`src/rtl/fib_core_if.sv`:
```
// Control/status bundle between the Wishbone control block (master) and the
// Fibonacci generator stage (slave).
interface fib_core_if #(
    parameter int CLOCK_WIDTH = 6,
    parameter int OUT_WIDTH   = 30,
    parameter int PADS        = 38
);
    logic                   enable;
    logic [CLOCK_WIDTH-1:0] clock_op;
    logic                   clear_i;
    logic [OUT_WIDTH-1:0]   fib_out;
    logic [PADS-1:0]        io_out;
    logic [PADS-1:0]        io_oeb;
    logic                   step_o;
    logic                   wrap_o;
    logic [7:0]             wrap_count;

    modport master (
        output enable, clock_op, clear_i,
        input  fib_out, io_out, io_oeb, step_o, wrap_o, wrap_count
    );

    modport slave (
        input  enable, clock_op, clear_i,
        output fib_out, io_out, io_oeb, step_o, wrap_o, wrap_count
    );
endinterface

```
`src/rtl/fib_core.sv`:
```
// Fibonacci generator: prescaled run FSM advancing a wrapping 30-bit sequence,
// driving the upper user IO pads and step/wrap event outputs.
module fib_core #(
    parameter int CLOCK_WIDTH = 6,
    parameter int OUT_WIDTH   = 30,
    parameter int PADS        = 38
) (
    input  logic        wb_clk_i,
    input  logic        reset,
    fib_core_if.slave   bus
);
    typedef enum logic [0:0] {
        IDLE = 1'b0,
        RUN  = 1'b1
    } state_t;

    localparam logic [CLOCK_WIDTH-1:0] CNT_ONE = {{(CLOCK_WIDTH-1){1'b0}}, 1'b1};
    localparam logic [CLOCK_WIDTH-1:0] CNT_ZERO = {CLOCK_WIDTH{1'b0}};
    localparam logic [OUT_WIDTH-1:0]   FIB_ONE = {{(OUT_WIDTH-1){1'b0}}, 1'b1};
    localparam logic [OUT_WIDTH-1:0]   FIB_ZERO = {OUT_WIDTH{1'b0}};

    state_t                 state_r, state_s;
    logic [CLOCK_WIDTH-1:0] cnt_r, cnt_s;
    logic [OUT_WIDTH-1:0]   cur_r, cur_s;
    logic [OUT_WIDTH-1:0]   nxt_r, nxt_s;
    logic                   step_r, step_s;
    logic                   wrap_r, wrap_s;
    logic [7:0]             wrap_cnt_r, wrap_cnt_s;
    logic                   tick_s;
    logic [OUT_WIDTH:0]     sum_s;

    // Next-state, prescaler and sequence datapath
    always_comb begin
        state_s    = state_r;
        cnt_s      = cnt_r;
        cur_s      = cur_r;
        nxt_s      = nxt_r;
        step_s     = 1'b0;
        wrap_s     = 1'b0;
        wrap_cnt_s = wrap_cnt_r;
        tick_s     = 1'b0;
        sum_s      = {1'b0, cur_r} + {1'b0, nxt_r};

        if (bus.enable) begin
            state_s = RUN;
        end else begin
            state_s = IDLE;
        end

        // Counting only while running and staying enabled; >= lets a lowered
        // clock_op below the current count fire on the very next edge.
        if ((state_r == RUN) && bus.enable) begin
            if (bus.clock_op == CNT_ZERO) begin
                cnt_s = cnt_r;
            end else if (cnt_r >= (bus.clock_op - CNT_ONE)) begin
                tick_s = 1'b1;
                cnt_s  = CNT_ZERO;
            end else begin
                cnt_s = cnt_r + CNT_ONE;
            end
        end else begin
            cnt_s = CNT_ZERO;
        end

        if (bus.clear_i) begin
            cur_s = FIB_ZERO;
            nxt_s = FIB_ONE;
            cnt_s = CNT_ZERO;
        end else if (tick_s) begin
            step_s = 1'b1;
            if (sum_s[OUT_WIDTH]) begin
                cur_s      = FIB_ZERO;
                nxt_s      = FIB_ONE;
                wrap_s     = 1'b1;
                wrap_cnt_s = wrap_cnt_r + 8'd1;
            end else begin
                cur_s = nxt_r;
                nxt_s = sum_s[OUT_WIDTH-1:0];
            end
        end else begin
            cur_s = cur_r;
            nxt_s = nxt_r;
        end
    end

    // State and output registers with synchronous reset
    always_ff @(posedge wb_clk_i) begin
        if (reset) begin
            state_r    <= IDLE;
            cnt_r      <= CNT_ZERO;
            cur_r      <= FIB_ZERO;
            nxt_r      <= FIB_ONE;
            step_r     <= 1'b0;
            wrap_r     <= 1'b0;
            wrap_cnt_r <= 8'd0;
        end else begin
            state_r    <= state_s;
            cnt_r      <= cnt_s;
            cur_r      <= cur_s;
            nxt_r      <= nxt_s;
            step_r     <= step_s;
            wrap_r     <= wrap_s;
            wrap_cnt_r <= wrap_cnt_s;
        end
    end

    assign bus.fib_out    = cur_r;
    assign bus.io_out     = {cur_r, {(PADS-OUT_WIDTH){1'b0}}};
    assign bus.io_oeb     = {{OUT_WIDTH{1'b0}}, {(PADS-OUT_WIDTH){1'b1}}};
    assign bus.step_o     = step_r;
    assign bus.wrap_o     = wrap_r;
    assign bus.wrap_count = wrap_cnt_r;
endmodule
```
`src/flat_wrapper.sv`:
```
// flat-port wrapper written by rule: the top's interface ports become plain ports
module fib_core_flat 
#(
    parameter int CLOCK_WIDTH = 6,
    parameter int OUT_WIDTH   = 30,
    parameter int PADS        = 38
)
  (wb_clk_i, reset, bus_enable, bus_clock_op, bus_clear_i, bus_fib_out, bus_io_out, bus_io_oeb, bus_step_o, bus_wrap_o, bus_wrap_count);
  fib_core_if #(.CLOCK_WIDTH(CLOCK_WIDTH), .OUT_WIDTH(OUT_WIDTH), .PADS(PADS)) bus_i ();
  input  logic wb_clk_i;
  input  logic reset;
  input wire logic [$bits(bus_i.enable)-1:0] bus_enable;
  input wire logic [$bits(bus_i.clock_op)-1:0] bus_clock_op;
  input wire logic [$bits(bus_i.clear_i)-1:0] bus_clear_i;
  output wire logic [$bits(bus_i.fib_out)-1:0] bus_fib_out;
  output wire logic [$bits(bus_i.io_out)-1:0] bus_io_out;
  output wire logic [$bits(bus_i.io_oeb)-1:0] bus_io_oeb;
  output wire logic [$bits(bus_i.step_o)-1:0] bus_step_o;
  output wire logic [$bits(bus_i.wrap_o)-1:0] bus_wrap_o;
  output wire logic [$bits(bus_i.wrap_count)-1:0] bus_wrap_count;
  assign bus_i.enable = bus_enable;
  assign bus_i.clock_op = bus_clock_op;
  assign bus_i.clear_i = bus_clear_i;
  assign bus_fib_out = bus_i.fib_out;
  assign bus_io_out = bus_i.io_out;
  assign bus_io_oeb = bus_i.io_oeb;
  assign bus_step_o = bus_i.step_o;
  assign bus_wrap_o = bus_i.wrap_o;
  assign bus_wrap_count = bus_i.wrap_count;
  fib_core #(.CLOCK_WIDTH(CLOCK_WIDTH), .OUT_WIDTH(OUT_WIDTH), .PADS(PADS)) u_core (.wb_clk_i(wb_clk_i), .reset(reset), .bus(bus_i));
endmodule
```
`config.mk`:
```
export PLATFORM = sky130hd
export DESIGN_NAME = fib_core_flat
export DESIGN_NICKNAME = d
export VERILOG_FILES = /design/src/rtl/fib_core_if.sv /design/src/rtl/fib_core.sv /design/src/flat_wrapper.sv
export SDC_FILE = /design/constraint.sdc
export NUM_CORES = 1
export LEC_CHECK = 0
export CAP_MARGIN = 15
export CORE_ASPECT_RATIO = 0.8
export CORE_MARGIN = 1.5
export CORE_UTILIZATION = 55
export CTS_CLUSTER_SIZE = 30
export DETAILED_ROUTE_END_ITERATION = 16
export PLACE_DENSITY = 0.91
export SLEW_MARGIN = 0
export SYNTH_ARGS = -nofsm -noshare
export SYNTH_HDL_FRONTEND = slang
export SYNTH_SLANG_ARGS = --single-unit
```
`constraint.sdc`:
```
create_clock -name wb_clk_i -period 4.31 [get_ports wb_clk_i]
set_input_delay 0.431 -clock wb_clk_i [delete_from_list [all_inputs] [get_ports wb_clk_i]]
set_output_delay 0.431 -clock wb_clk_i [all_outputs]
set_load 0.01 [all_outputs]
```
==> results of run 1 <==
[sequential cells by signal, summed over array words and instances (netlist names)]
signal                 flops
u_core.state_r             1
u_core.nxt_r              30
u_core.bus.fib_out        30
u_core.cnt_r               6
u_core.bus.wrap_o          1
u_core.bus.wrap_count      8
u_core.bus.step_o          1
[worst max-delay path, cell delays in order (launching register included)]
cell and delay (ns):
dfxtp_1 0.34, ha_1 0.22, inv_1 0.07, fa_1 0.17, nand2b_1 0.18, a21o_1 0.19, a21oi_4 0.08, o31ai_2 0.40
a211o_1 0.26, a21oi_2 0.11, nor2_4 0.28, buf_4 0.58, nand4_1 0.17, a21oi_1 0.21
[per-stage QoR]
| step | util (%) | instances |
|---|---|---|
| detailed placement | 61.8 | 796 |
| global placement | 61.8 | 796 |
| finish | 65.4 | 813 |
| global route | 65.4 | 813 |
| floorplan | - | 708 |
| CTS | 65.2 | 812 |
[cell usage in the layout (no fill, tap or decap), drive strengths merged, types with 3 or more instances in the layout]
| cell | count |
|---|---|
| nor2 | 27 |
| ha | 39 |
| a21boi | 3 |
| xnor2 | 18 |
| or3 | 4 |
| dfxtp | 77 |
| nor4 | 5 |
| o211ai | 4 |
| nand2 | 84 |
| and3 | 6 |
| buf | 3 |
| o21a | 6 |
| o21ai | 18 |
| nand4 | 11 |
| nor3 | 6 |
| mux2 | 3 |
| clkbuf | 11 |
| nand2b | 6 |
| nor2b | 6 |
| o31ai | 4 |
| or4 | 7 |
| clkdlybuf4s50 | 79 |
| nand3 | 63 |
| a21oi | 94 |
| inv | 7 |
| a21o | 17 |
| xor2 | 14 |
| conb | 46 |
[cell type report]
| class | count | area [µm²] | share of cell area [%] |
|---|---|---|---|
| clock buffer | 11 | 253 | 4.24 |
| clock inverter | 5 | 58.8 | 0.986 |
| inverter | 7 | 26.3 | 0.440 |
| multi-input combinational | 516 | 3100 | 52.0 |
| sequential | 77 | 1540 | 25.8 |
| tap | 115 | 144 | 2.41 |
| timing repair buffer | 82 | 838 | 14.1 |
[path summary, 6_finish.rpt]
check | slack [ns] | startpoint | end
worst max register to register | 0.94 | u_core.bus.fib_out[0]$_SDFFE_PP0P_ | u_core.nxt_r[2]$_SDFFE_PP0P_
worst max-delay path | 0.94 | u_core.bus.fib_out[0]$_SDFFE_PP0P_ | u_core.nxt_r[2]$_SDFFE_PP0P_
worst min register to register | 0.47 | u_core.nxt_r[26]$_SDFFE_PP0P_ | u_core.nxt_r[26]$_SDFFE_PP0P_
worst min-delay path | 0.47 | u_core.nxt_r[26]$_SDFFE_PP0P_ | u_core.nxt_r[26]$_SDFFE_PP0P_
[routing by layer]
layer	track usage (%)	routed length, µm	vias to the layer above	part of all wire, %
li1	-	-	2280	-
met1	30.3	5250	2214	43
met2	38.4	5740	214	47
met3	3.78	798	32	6.6
met4	9.18	304	0	2.5
met5	0	0	-	0
[cell families after synthesis]
family	Yosys count
and+or+nand+nor	235
AOI/OAI and AO/OA	159
buffers and inverters	115
DFF	77
adders and majority gates	40
xor gates and xnor gates	32
muxes	4
other	2
[power by group]
group	switching, mW	leakage, nW	internal (mW)
Clock	0.305	0.148	0.480
Sequential	0.000597	0.620	0.712
Combinational	0.0432	1.65	0.0162
Total	0.349	2.41	1.21
==> summary.md, run 1 <==
| Metric | Value |
|---|---|
| Commonest register cell after synthesis | `dfxtp_1` |
| Distinct cell type count after synthesis | `between 50 and 60` |
| Via count of the first global-routing pass | `between 4,000 and 5,000` |
| Clk slew on worst S/H paths | `0.06 ns` |
| Area delta synth->final | `14.3%` |
| Crit Path Class | `register to register` |
| DR WL/cell | `14.9 µm` |
| Fin Hold WS | `0.475 ns` |
| CP Capture Type | `register` |
| Top cells by area, synth | `dfxtp_1 (30%), buf_4 (12%), ha_1 (9.4%), a21oi_1 (8.8%), nand3_1 (6.0%)` |
| Unrepaired setup endpoints after global routing | `false` |
| Die Span X | `112 µm` |
| Slew @ Worst Pin | `1.12 ns` |
| Mapped Cells | `around 660` |
| Setup TNS | `0 ns` |
| Placed inst area | `5630 µm²` |
| EDFF count, synth | `0` |
| Final worst slack | `0.941 ns` |
| Die ar. | `10,100 µm²` |
| Total GRT Usage | `23.2%` |
| Clk sinks | `between 70 and 80` |
| TritonCTS clock tree | `built` |
| Hold crit path type | `register to register` |
| Worst Reg-to-Reg Cells | `13` |
| Die height | `90.1 µm` |
| Leakage power | `2.41 nW` |
| Total power draw | `1.56 mW` |
| H-tree depth | `3` |
| Critical path fanouts, max | `60` |
| Post-synthesis sequential area ratio | `between 20 and 30%` |
| Final net count | `roughly 740` |
| Final Instance Area | `5970 µm²` |
| Fill cells | `703` |
| WP data arrival | `3.61 ns` |
| Synth warn | `0` |
| Via Count | `4,740` |
| Global placer's final weighted congestion | `0.876` |
| Pins Over Slew Limit | `0` |
| Maximum clock path buffer count | `2` |
| Drc violations | `0` |
| Synth Register Bits | `77` |
| Initial antenna violation count | `0` |
| Critical Path RT | `4.55 ns` |
| Most frequent cell after synthesis | `a21oi_1` |
| IO Port Bufs | `roughly 80` |
| Max Clock Skew | `around 0.0098 ns` |
| Aggregate global routing overflow | `0` |
| Mux cell area share after synthesis | `less than 1%` |
| Core Box Area | `between 9000 and 10,000 µm²` |
| Outcome | `completed` |
| Synth Area in Compound Gates | `18.2%` |
| Slew HR | `25.5%` |
| Detailed placer's ending HPWL | `8050 µm` |
| Largest family of logic cells by synthesized area | `simple AND/OR/NAND/NOR gates` |
| Post-CTS resize count | `0` |
| Drt total wl | `12,100 µm` |
| Avg Cell Area, Syn | `7.86 µm²` |
| Post-CTS Setup Inserts | `0` |
| Largest net degree at the start of global routing | `70` |
| Layout cell share with drive strength beyond 1 | `4.87%` |
| Simple logic cell fraction of the synthesized area | `21.8%` |
| Pre-Repair DR Iteration Count | `5` |
| Synth Area in Adders | `9.74%` |
| Asr flop ratio synth | `0%` |
| Yosys top cell by area | `dfxtp_1` |
| Netlist Area Pre-Place | `5220 µm²` |
| Final setup fails | `0` |
| Root Driver | `clkbuf_16` |
| Yosys top cell area share | `29.5%` |
| Antenna Nets Post-Route | `0` |
| Max Fclk | `0.297 GHz` |
| Rows | `31` |
| WHS Path Cells | `2` |
| Antenna fix cells | `0` |
| Final period util | `78.2%` |
| VDD IR-drop max | `just under 0.2 mV` |
| Initial DRC Count | `391` |
| CTS buffer count | `9` |
| I/O pin count | `around 130` |
| Hold-fix buffers, CTS | `0` |
| First-pass GRT wire length | `between 15,000 and 20,000 µm` |
| Pwr Density | `between 200 and 300 nW/µm²` |
| Vias/cell | `about 5.8` |
| Xor/xnor share of the synthesized area | `5.37%` |
| Min Clock Period, post-route | `between 3 and 4 ns` |
| Startpoint types | `register` |
| Skew-Pair Late Insertion Delay | `around 0.34 ns` |
| Final hold violation count | `0` |
| Pre-CTS worst setup slack | `0.707 ns` |
| Max cap viols | `0` |
| Initial Utilization | `57.2%` |
| Commonest cells post-synth | `a21oi_1 (92), nand2_1 (84), buf_4 (82)` |
No activity file was read; power rests on OpenSTA's default activity.
==> run 2: changes to the inputs <==
CORE_UTILIZATION = 51   (was 55)
PLACE_DENSITY = 0.86   (was 0.91)
clock period = 3.2 ns   (was 4.31 ns; I/O delays follow)
==> run 2 against run 1 <==
- register-to-register slack got worse by 0.88 ns
- highest routed layer unchanged
- core utilization decreased by 2.6 points
- first-iteration DRC count decreased by 21%
- final area increased by 3.4%
- via count increased by 1.0%
- hold slack improved by 0.00094 ns
- sequential power increased by 35%
- largest power group unchanged
- non-clock buffer count increased by 12
- wire length increased by 3.7%
==> summary.md, run 2 (same netlist as run 1, synthesis figures left out) <==
| Metric | Value |
|---|---|
| Outcome | `completed` |
| Aggregate global routing overflow | `0 (unchanged)` |
| Hold-fix buffers, CTS | `0 (unchanged)` |
| Total GRT Usage | `22.9% (-0.33 points)` |
| DR WL/cell | `14.8 µm (-0.20%)` |
| Fin cells | `845 (+3.9%)` |
| Initial antenna violation count | `0 (unchanged)` |
| Antenna Nets Post-Route | `0 (unchanged)` |
| Hold Crit Start | `u_core.nxt_r[16]$_SDFFE_PP0P_` |
| Initial DRC Count | `307 (-21%)` |
| GR Util met3 | `4.41% (+0.63 points)` |
| Die height | `93.5 µm (+3.7%)` |
| Initial Utilization | `53.2% (-4.1 points)` |
| Most common cell after layout, fill and taps aside | `a21oi_1` |
| GR Util met2 | `37.6% (-0.77 points)` |
| Final net count | `755 (+1.6%)` |
| Vias/cell | `5.67 (-2.8%)` |
| Final setup fails | `0 (unchanged)` |
| Setup TNS | `0 ns (unchanged)` |
| CTS buffer count | `9 (unchanged)` |
| IO Port Bufs | `79 (unchanged)` |
| Slew @ Worst Pin | `0.694 ns (-0.423 ns)` |
| Critical Path RT | `3.42 ns (-1.13 ns)` |
| Via count of the first global-routing pass | `4,387 (+0.73%)` |
| Hold crit path type | `register to register` |
| VDD IR-drop max | `0.283 mV (+42%)` |
| Pre-Repair DR Iteration Count | `4 (-1)` |
| Worst Reg-to-Reg Cells | `12 (-1)` |
| Global placer's final weighted congestion | `0.879 (+0.26%)` |
| Die Span X | `116 µm (+3.7%)` |
| Area delta synth->final | `18.2%` |
| Maximum clock path buffer count | `2 (unchanged)` |
| Sw Share | `20.6% (-1.8 points)` |
| Slew HR | `53.6% (+28 points)` |
| Pwr Density | `355 nW/µm² (+36%)` |
| Core Box Area | `9810 µm² (+7.6%)` |
| I/O pin count | `126 (unchanged)` |
| Reg2reg setup slack | `0.06 ns (-0.88 ns)` |
| H-tree depth | `3 (unchanged)` |
| Drc violations | `0 (unchanged)` |
| Drt total wl | `12,500 µm (+3.7%)` |
| Clk sinks | `77 (unchanged)` |
| Internal power | `1.74 mW (+44%)` |
| Layout cell share with drive strength beyond 1 | `7.19% (+2.3 points)` |
| Max cap viols | `0 (unchanged)` |
| Critical path fanouts, max | `13 (-78%)` |
| P_sw | `450 µW (+29%)` |
| Flop pwr share | `43.9% (-1.9 points)` |
| Crit Path Class | `register to register` |
| Via Count | `4,789 (+1.0%)` |
| Worst Setup SP | `u_core.bus.fib_out[0]$_SDFFE_PP0P_` |
| Startpoint types | `register` |
| Crit path capture | `u_core.bus.wrap_count[2]$_SDFFE_PP0P_` |
| Die ar. | `10,800 µm² (+7.6%)` |
| DP Cell Count | `828 (+4.0%)` |
| Detailed placer's ending HPWL | `8530 µm (+6.0%)` |
| Root Driver | `clkbuf_16` |
| Rows | `32 (+3.2%)` |
| Final hold violation count | `0 (unchanged)` |
| Unrepaired setup endpoints after global routing | `true` |
| Max Clock Skew | `0.00524 ns (-0.00456 ns)` |
| Leakage power | `2.51 nW (+4.1%)` |
| Antenna fix cells | `0 (unchanged)` |
| Skew-Pair Late Insertion Delay | `0.34 ns (about the same)` |
| Final core utilization | `62.9% (-2.6 points)` |
| Largest net degree at the start of global routing | `61 (-13%)` |
| Reg2Reg Launch Point | `u_core.bus.fib_out[0]$_SDFFE_PP0P_` |
| TritonCTS clock tree | `built` |
| First-pass GRT wire length | `20,100 µm (+1.4%)` |
| CP Capture Type | `register` |
| WP data arrival | `3.36 ns (-0.25 ns)` |
| Clk slew on worst S/H paths | `0.06 ns (about the same)` |
| RR Endpoint | `u_core.bus.wrap_count[2]$_SDFFE_PP0P_` |
| Top Usage Layer GRT | `met2` |
| Clock network fraction of design power | `52.3% (+1.9 points)` |
| Most frequent cells in the layout | `a21oi_1 (91), nand2_1 (84), clkdlybuf4s50_1 (79)` |
| Final period util | `98.2% (+20 points)` |
| Met1 Use GR | `29.8% (-0.47 points)` |
| Min Clock Period, post-route | `3.14 ns (-0.228 ns)` |
| Pins Over Slew Limit | `0 (unchanged)` |
| Comb pwr share | `3.9% (about the same)` |
| Max Fclk | `0.318 GHz (+7.3%)` |
## run 2: layout make-up
| type | instances | area (µm²) |
|---|---|---|
| Clock buffer | 10 | 229 |
| Fill cell | 794 | 3640 |
| Tap cell | 136 | 170 |
| Multi-Input combinational cell | 516 | 3150 |
| Timing Repair Buffer | 94 | 946 |
| Sequential cell | 77 | 1540 |
| Clock inverter | 5 | 100 |
| Inverter | 7 | 26.3 |
## run 2: worst min path at each step
| stage | cells after the start | end |
|---|---|---|
| after floorplan | 1 | u_core.state_r$_SDFF_PP0_ |
| after global placement | 2 | u_core.nxt_r[19]$_SDFFE_PP0P_ |
| after detailed placement | 2 | u_core.nxt_r[24]$_SDFFE_PP0P_ |
| after CTS | 2 | u_core.nxt_r[24]$_SDFFE_PP0P_ |
| after global routing | 2 | u_core.nxt_r[19]$_SDFFE_PP0P_ |
| final | 2 | u_core.nxt_r[16]$_SDFFE_PP0P_ |
## run 2: power groups by stage
stage               clock [mW]  sequential [mW]  combinational (mW)
detailed placement           0            0.981              0.0815
global route              1.20            0.960              0.0934
global placement             0            0.981              0.0781
floorplan                    0            0.981              0.0985
finish                    1.14            0.960              0.0844
CTS                       1.16            0.960              0.0819
## run 2: what timing repair did
item,in CTS,in global routing
endpoints found under the setup margin,0,17
resized for setup,0,9
buffers inserted,0,1
## run 2: per-layer routing
| metal | wire length [µm] | share of wire (%) | up-vias |
|---|---|---|---|
| met5 | 0 | 0 | - |
| met4 | 230 | 1.8 | 0 |
| met3 | 718 | 5.7 | 26 |
| met2 | 6090 | 49 | 192 |
| met1 | 5490 | 44 | 2266 |
| li1 | - | - | 2305 |
## run 2: worst max-delay path: stages (launching register included)
cell and delay, ns:
dfxtp_1 0.34, ha_2 0.19, inv_1 0.05, fa_1 0.39, nand2b_4 0.17, a21o_1 0.19, a21oi_4 0.18, o31ai_2 0.13
a211o_1 0.38, a21oi_4 0.22, nor2_4 0.13, nor4b_1 0.28, mux2_2 0.37
## run 2: per-stage QoR
step	hold WS, ns	setup WS, ns	cell area (µm²)	total power, mW
5_1_grt	0.493	-0.0709	6170	2.25
3_5_place_dp	0.465	-0.143	5760	1.06
6_report	0.476	0.0587	6170	2.19
3_3_place_gp	0.456	0.0393	5760	1.06
2_1_floorplan	0.448	0.256	5380	1.08
4_1_cts	0.473	0.0785	6080	2.20
